--- config.mk ---
export PLATFORM = sky130hd
export DESIGN_NAME = ldpc_llr_framer
export DESIGN_NICKNAME = d
export VERILOG_FILES = /design/src/rtl/ldpc_llr_framer.sv
export SDC_FILE = /design/constraint.sdc
export NUM_CORES = 1
export LEC_CHECK = 0
export ABC_AREA = 1
export CAP_MARGIN = 20
export CORE_AREA = 2 2 442 444
export CTS_BUF_LIST = sky130_fd_sc_hd__clkbuf_8
export CTS_CLUSTER_DIAMETER = 150
export DETAILED_ROUTE_END_ITERATION = 12
export DIE_AREA = 0 0 444 446
export PLACE_DENSITY = 0.5
export SLEW_MARGIN = 20
export SYNTH_ARGS = -nofsm -noshare
export SYNTH_HDL_FRONTEND = slang
export SYNTH_SLANG_ARGS = --single-unit
--- constraint.sdc ---
create_clock -name i_clock -period 2.8 [get_ports i_clock]
set_input_delay 0.84 -clock i_clock [delete_from_list [all_inputs] [get_ports i_clock]]
set_output_delay 0.84 -clock i_clock [all_outputs]
set_load 0.01 [all_outputs]
--- src/rtl/ldpc_llr_framer.sv ---
// Soft-sample to LLR converter with ping-pong frame buffer feeding ldpc_decoder.
// Define LDPC_LLR_FRAMER_STATS_EN to build the emitted-frame counter on o_frame_count.
module ldpc_llr_framer #(
    parameter int WIDTH     = 16,
    parameter int LLR_WIDTH = 8,
    parameter int FRAME_LEN = 64,
    parameter int SHIFT     = 4
) (
    input  logic             i_clock,
    input  logic             i_reset,
    input  logic [WIDTH-1:0] i_in_data,
    input  logic             i_in_valid,
    input  logic             i_in_sof,
    output logic [WIDTH-1:0] o_out_data,
    output logic             o_out_valid,
    output logic             o_out_sof,
    output logic             o_out_eof,
    output logic             o_overflow,
    output logic             o_sync_err,
    output logic [15:0]      o_frame_count
);
    // state | meaning
    // IDLE  | no frame being read; waits for full[rd_bank]
    // READ  | issuing one buffered word per cycle from rd_bank
    typedef enum logic {IDLE, READ} state_t;

    localparam int IDX_W = $clog2(FRAME_LEN);
    localparam logic [IDX_W-1:0] LAST_IDX = IDX_W'(FRAME_LEN - 1);
    localparam logic signed [WIDTH:0] SAT_MAX = (WIDTH+1)'((1 << (LLR_WIDTH - 1)) - 1);
    localparam logic signed [WIDTH:0] SAT_MIN = -SAT_MAX;

    logic signed [WIDTH:0] x_ext;
    logic signed [WIDTH:0] t_shift;
    logic signed [WIDTH:0] t_sat;

    logic             s1_valid;
    logic             s1_sof;
    logic [WIDTH-1:0] s1_data;

    logic [WIDTH-1:0] mem [2][FRAME_LEN];
    logic [1:0]       full;
    logic             wr_bank;
    logic [IDX_W-1:0] wr_idx;
    logic [IDX_W-1:0] wr_addr;
    logic             wr_en;
    logic             wr_done;
    logic             drop;
    logic             resync;

    state_t           state;
    state_t           state_next;
    logic             rd_bank;
    logic [IDX_W-1:0] rd_idx;
    logic             rd_fire;
    logic             rd_last;
    logic             next_ready;
    logic             rd_v;
    logic             rd_sof;
    logic             rd_eof;
    logic [WIDTH-1:0] rd_q;

    // Stage 1: round-half-up shift at WIDTH+1 bits, then symmetric saturation
    assign x_ext = {i_in_data[WIDTH-1], i_in_data};

    generate
        if (SHIFT > 0) begin : g_round
            localparam logic signed [WIDTH:0] RND = (WIDTH+1)'(1 << (SHIFT - 1));
            assign t_shift = (x_ext + RND) >>> SHIFT;
        end else begin : g_pass
            assign t_shift = x_ext;
        end
    endgenerate

    always_comb begin
        t_sat = t_shift;
        if (t_shift > SAT_MAX)
            t_sat = SAT_MAX;
        else if (t_shift < SAT_MIN)
            t_sat = SAT_MIN;
    end

    always_ff @(posedge i_clock or posedge i_reset) begin
        if (i_reset) begin
            s1_valid <= 1'b0;
            s1_sof   <= 1'b0;
            s1_data  <= '0;
        end else begin
            s1_valid <= i_in_valid;
            s1_sof   <= i_in_valid & i_in_sof;
            s1_data  <= i_in_valid ? WIDTH'(t_sat) : '0;
        end
    end

    // Stage 2: write side. A full target bank wins over a resync request.
    always_comb begin
        drop    = s1_valid && full[wr_bank];
        wr_en   = s1_valid && !full[wr_bank];
        resync  = wr_en && s1_sof && (wr_idx != '0);
        wr_addr = resync ? '0 : wr_idx;
        wr_done = wr_en && (wr_addr == LAST_IDX);
    end

    always_ff @(posedge i_clock) begin
        if (wr_en)
            mem[wr_bank][wr_addr] <= s1_data;
    end

    always_ff @(posedge i_clock or posedge i_reset) begin
        if (i_reset) begin
            full       <= 2'b00;
            wr_bank    <= 1'b0;
            wr_idx     <= '0;
            o_overflow <= 1'b0;
            o_sync_err <= 1'b0;
        end else begin
            if (wr_en) begin
                if (wr_done) begin
                    wr_idx  <= '0;
                    wr_bank <= ~wr_bank;
                end else begin
                    wr_idx <= wr_addr + 1'b1;
                end
            end
            if (drop)
                o_overflow <= 1'b1;
            if (resync)
                o_sync_err <= 1'b1;
            // set and clear always target different banks
            if (wr_done)
                full[wr_bank] <= 1'b1;
            if (rd_last)
                full[rd_bank] <= 1'b0;
        end
    end

    // Read FSM. The continue decision looks ahead at a frame completing this
    // cycle so back-to-back frames stream without a gap.
    always_comb begin
        state_next = state;
        rd_fire    = 1'b0;
        rd_last    = 1'b0;
        next_ready = full[~rd_bank] || (wr_done && (wr_bank != rd_bank));
        case (state)
            IDLE: begin
                if (full[rd_bank]) begin
                    rd_fire    = 1'b1;
                    state_next = READ;
                end
            end
            READ: rd_fire = 1'b1;
            default: state_next = IDLE;
        endcase
        if (rd_fire && (rd_idx == LAST_IDX)) begin
            rd_last = 1'b1;
            if (!next_ready)
                state_next = IDLE;
        end
    end

    always_ff @(posedge i_clock or posedge i_reset) begin
        if (i_reset) begin
            state       <= IDLE;
            rd_bank     <= 1'b0;
            rd_idx      <= '0;
            rd_v        <= 1'b0;
            rd_sof      <= 1'b0;
            rd_eof      <= 1'b0;
            rd_q        <= '0;
            o_out_valid <= 1'b0;
            o_out_sof   <= 1'b0;
            o_out_eof   <= 1'b0;
            o_out_data  <= '0;
        end else begin
            state  <= state_next;
            rd_v   <= rd_fire;
            rd_sof <= rd_fire && (rd_idx == '0);
            rd_eof <= rd_last;
            rd_q   <= rd_fire ? mem[rd_bank][rd_idx] : '0;
            if (rd_fire)
                rd_idx <= rd_last ? '0 : rd_idx + 1'b1;
            if (rd_last)
                rd_bank <= ~rd_bank;
            o_out_valid <= rd_v;
            o_out_sof   <= rd_sof;
            o_out_eof   <= rd_eof;
            o_out_data  <= rd_q;
        end
    end

`ifdef LDPC_LLR_FRAMER_STATS_EN
    logic [15:0] frame_count;

    always_ff @(posedge i_clock or posedge i_reset) begin
        if (i_reset)
            frame_count <= 16'd0;
        else if (rd_eof)
            frame_count <= frame_count + 16'd1;
    end

    assign o_frame_count = frame_count;
`else
    assign o_frame_count = 16'd0;
`endif

endmodule

==> impl_metrics.env <==
export IMPL_dp_cells=9265
export IMPL_rows=162
export IMPL_synth_cell_types=42
export IMPL_synth_top_cells_by_count="nand2_1, edfxtp_1, nor2_1, inv_1, nand3_1"
export IMPL_fin_cells=9802
export IMPL_syn_to_final_growth_pct=15.81
export IMPL_timing_setup_tns_ps=0
export IMPL_avgSynthCellArea_sq_um=10.92
export IMPL_max_cap_violations=0
export IMPL_max_freq_mhz=374.1
export IMPL_synthFlopType="edfxtp_1"
export IMPL_arrival_ps=3610
export IMPL_ys_seq_area_share_pct=70.75
export IMPL_slew_headroom_pct=41.61
export IMPL_ys_warn_count=0
export IMPL_dp_worst_setup_slack_ps=8.517
export IMPL_fin_nets=7065
export IMPL_final_min_clock_period_ps=2673
export IMPL_worst_pin_slew_ps=875.0
export IMPL_start_util_pct=37.69
export IMPL_netlist_area_leader_share_pct=68.49
export IMPL_die_h_um=446
export IMPL_wl_per_cell_um=21.28
export IMPL_cts_tree="built"
export IMPL_cp_required_ps=3740
export IMPL_grt_first_pass_wirelength_mm=308.5
export IMPL_cts_made_buffers=313
export IMPL_drtPass1Iterations=5
export IMPL_grtUsageTotal_pct=20.89
export IMPL_post_route_util_pct=43.65
export IMPL_cts_htree_levels=5
export IMPL_hp_class="input port to async pin"
export IMPL_ctsHoldBuffers=0
export IMPL_ir_worst_vdd_mv=0.3617
export IMPL_finalPower_mw=52.77
export IMPL_via_per_inst=4.921
export IMPL_core_area_sq_um=193600
export IMPL_syn_area_sq_um=72960
export IMPL_ant_nets=0
export IMPL_synth_edf_count=1664
export IMPL_drv_slew=0
export IMPL_grt_pass1_vias=46400
export IMPL_p_per_area_nw_per_um2=624.5
export IMPL_yosysTopAreaCell="edfxtp_1"
export IMPL_grt_max_degree=129
export IMPL_routed_wl_mm=208.6
export IMPL_die_area_sq_um=198000
export IMPL_synth_most_common_cell="nand2_1"
export IMPL_critPathMaxFanout=46
export IMPL_rsz0062_at_grt="no"
export IMPL_clk_latency_ps=1050
export IMPL_globalplace_congestion=0.8420
export IMPL_setup_viol=0
export IMPL_ctsRootBufferMaster="clkbuf_8"
export IMPL_syn_instance_count=6684
export IMPL_p_leak_nw=33.19
export IMPL_setup_slack_ps=126.7
export IMPL_end_kind="register"
export IMPL_worstSetupStartpointType="register"
export IMPL_drt_iter0_markers=3820
export IMPL_hpwl_mm=124.6
export IMPL_port_buffers=37
export IMPL_drc_errors=0
export IMPL_drive_above_1_share_pct=12.34
export IMPL_finalHoldViolCount=0
export IMPL_grt_ovfl_total=0
export IMPL_async_flop_share_pct=3.815
export IMPL_clock_skew_ps=76.07
export IMPL_grt_antenna_before_repair=4
export IMPL_clk_pin_slew_ps=60
export IMPL_fp_dieW_um=444
export IMPL_crit_type="register to register"
export IMPL_netlist_top_cells_area="edfxtp_1, nand2_1, nor2_1"
export IMPL_ios=57
export IMPL_status="completed"
export IMPL_clockBufferDepth=4
export IMPL_vias=48240
export IMPL_cts_sinks=1730
export IMPL_period_share_pct=95.47
export IMPL_ys_seq_elements=1730
## critical path, stage by stage, from the launching register on
cell and delay, ps:
dfrtp_4 520, buf_12 190, buf_12 240, buf_12 230, nor2_1 70, nor2_1 70
o21ai_0 80, nand3_1 170, nand3_1 90, nand2_1 160, nand3_1 290, nand2_1 160
nand2_1 100, a21oi_1 160
## cell families (layout without fill, tap and decap cells)
logic type,count (synthesis),count (layout),share of synthesized area (%)
compound gates,596,596,4.332
xor+xnor,12,12,0.1441
fa+ha+maj,5,5,0.08575
buf+inv,994,1547,6.001
flops,1730,1730,70.75
mux,1,1,0.01372
other cells,1,24,0.005140
simple gates,3345,3345,18.67
## layout make-up
cell class	count	area, sq um
antenna	8	20.02
clock buffer	330	4542
clock inverter	197	954.7
fill	18000	109100
inverter	603	2300
multi-input combinational	3975	17320
sequential	1730	51710
tap	2542	3181
timing repair buffer	417	4468
## where the power goes
part / total, mW / leakage, nW / switching, mW / internal, mW
logic: 2.19 / 14.0 / 1.63 / 0.563
registers: 29.0 / 16.0 / 0.234 / 28.8
clock network: 21.6 / 3.18 / 10.2 / 11.3
total: 52.8 / 33.2 / 12.1 / 40.7
## final timing paths
| path | start | depth (start not counted) | endpoint | slack (ps) |
|---|---|---|---|---|
| max | rd_bank$_DFFE_PP0P_ | 13 | rd_q[9]$_DFF_PP0_ | 130 |
| min reg2reg | rd_q[3]$_DFF_PP0_ | 0 | o_out_data[3]$_DFF_PP0_ | 350 |
| min | i_reset | 2 | s1_data[1]$_DFF_PP0_ | 220 |
| min in group i_clock | rd_q[3]$_DFF_PP0_ | 0 | o_out_data[3]$_DFF_PP0_ | 350 |
| max in group asynchronous | i_reset | 3 | rd_idx[1]$_DFFE_PP0N_ | 1880 |
| max reg2reg | rd_bank$_DFFE_PP0P_ | 13 | rd_q[9]$_DFF_PP0_ | 130 |
## metal layers
metal / part of all wire (%) / vias up / GRT usage, %
li1: - / 23080 / -
met1: 46 / 23630 / 29.07
met2: 47 / 1194 / 33.42
met3: 4.7 / 338 / 3.094
met4: 3.1 / 0 / 7.276
met5: 0 / - / 0
## cells in the final DEF, fill, tap and decap left out, types with 62 or more instances in the layout
master and n:
inv_1 686, o21ai_0 448, buf_12 101, clkinv_1 64
nor3_2 62, buf_4 278, nand3_1 581, edfxtp_1 1664
nor2_1 800, nand2_1 1848, clkbuf_8 330
## flip-flops by register name, indices dropped and copies added (netlist names), 2 cells and up
| name | flops |
|---|---|
| mem | 1664 |
| o_out_data | 13 |
| rd_q | 13 |
| s1_data | 13 |
| rd_idx | 6 |
| wr_idx | 6 |
| full | 2 |
## metrics by stage
stage / cell area [sq um] / hold slack [ps]
final: 84490 / 217.2
after global routing: 84490 / 185.6
after CTS: 84440 / 107.9
after detailed placement: 78950 / 337.3
after global placement: 78920 / 335.8
after floorplan: 73160 / 331.2
## timing repair
item                       in CTS  in global routing
setup endpoints to repair      21                201
setup buffers                   0                  2
pin swaps                       0                  1
gates resized for setup        39                  3
Note: power is estimated with default switching activity, not from simulation.
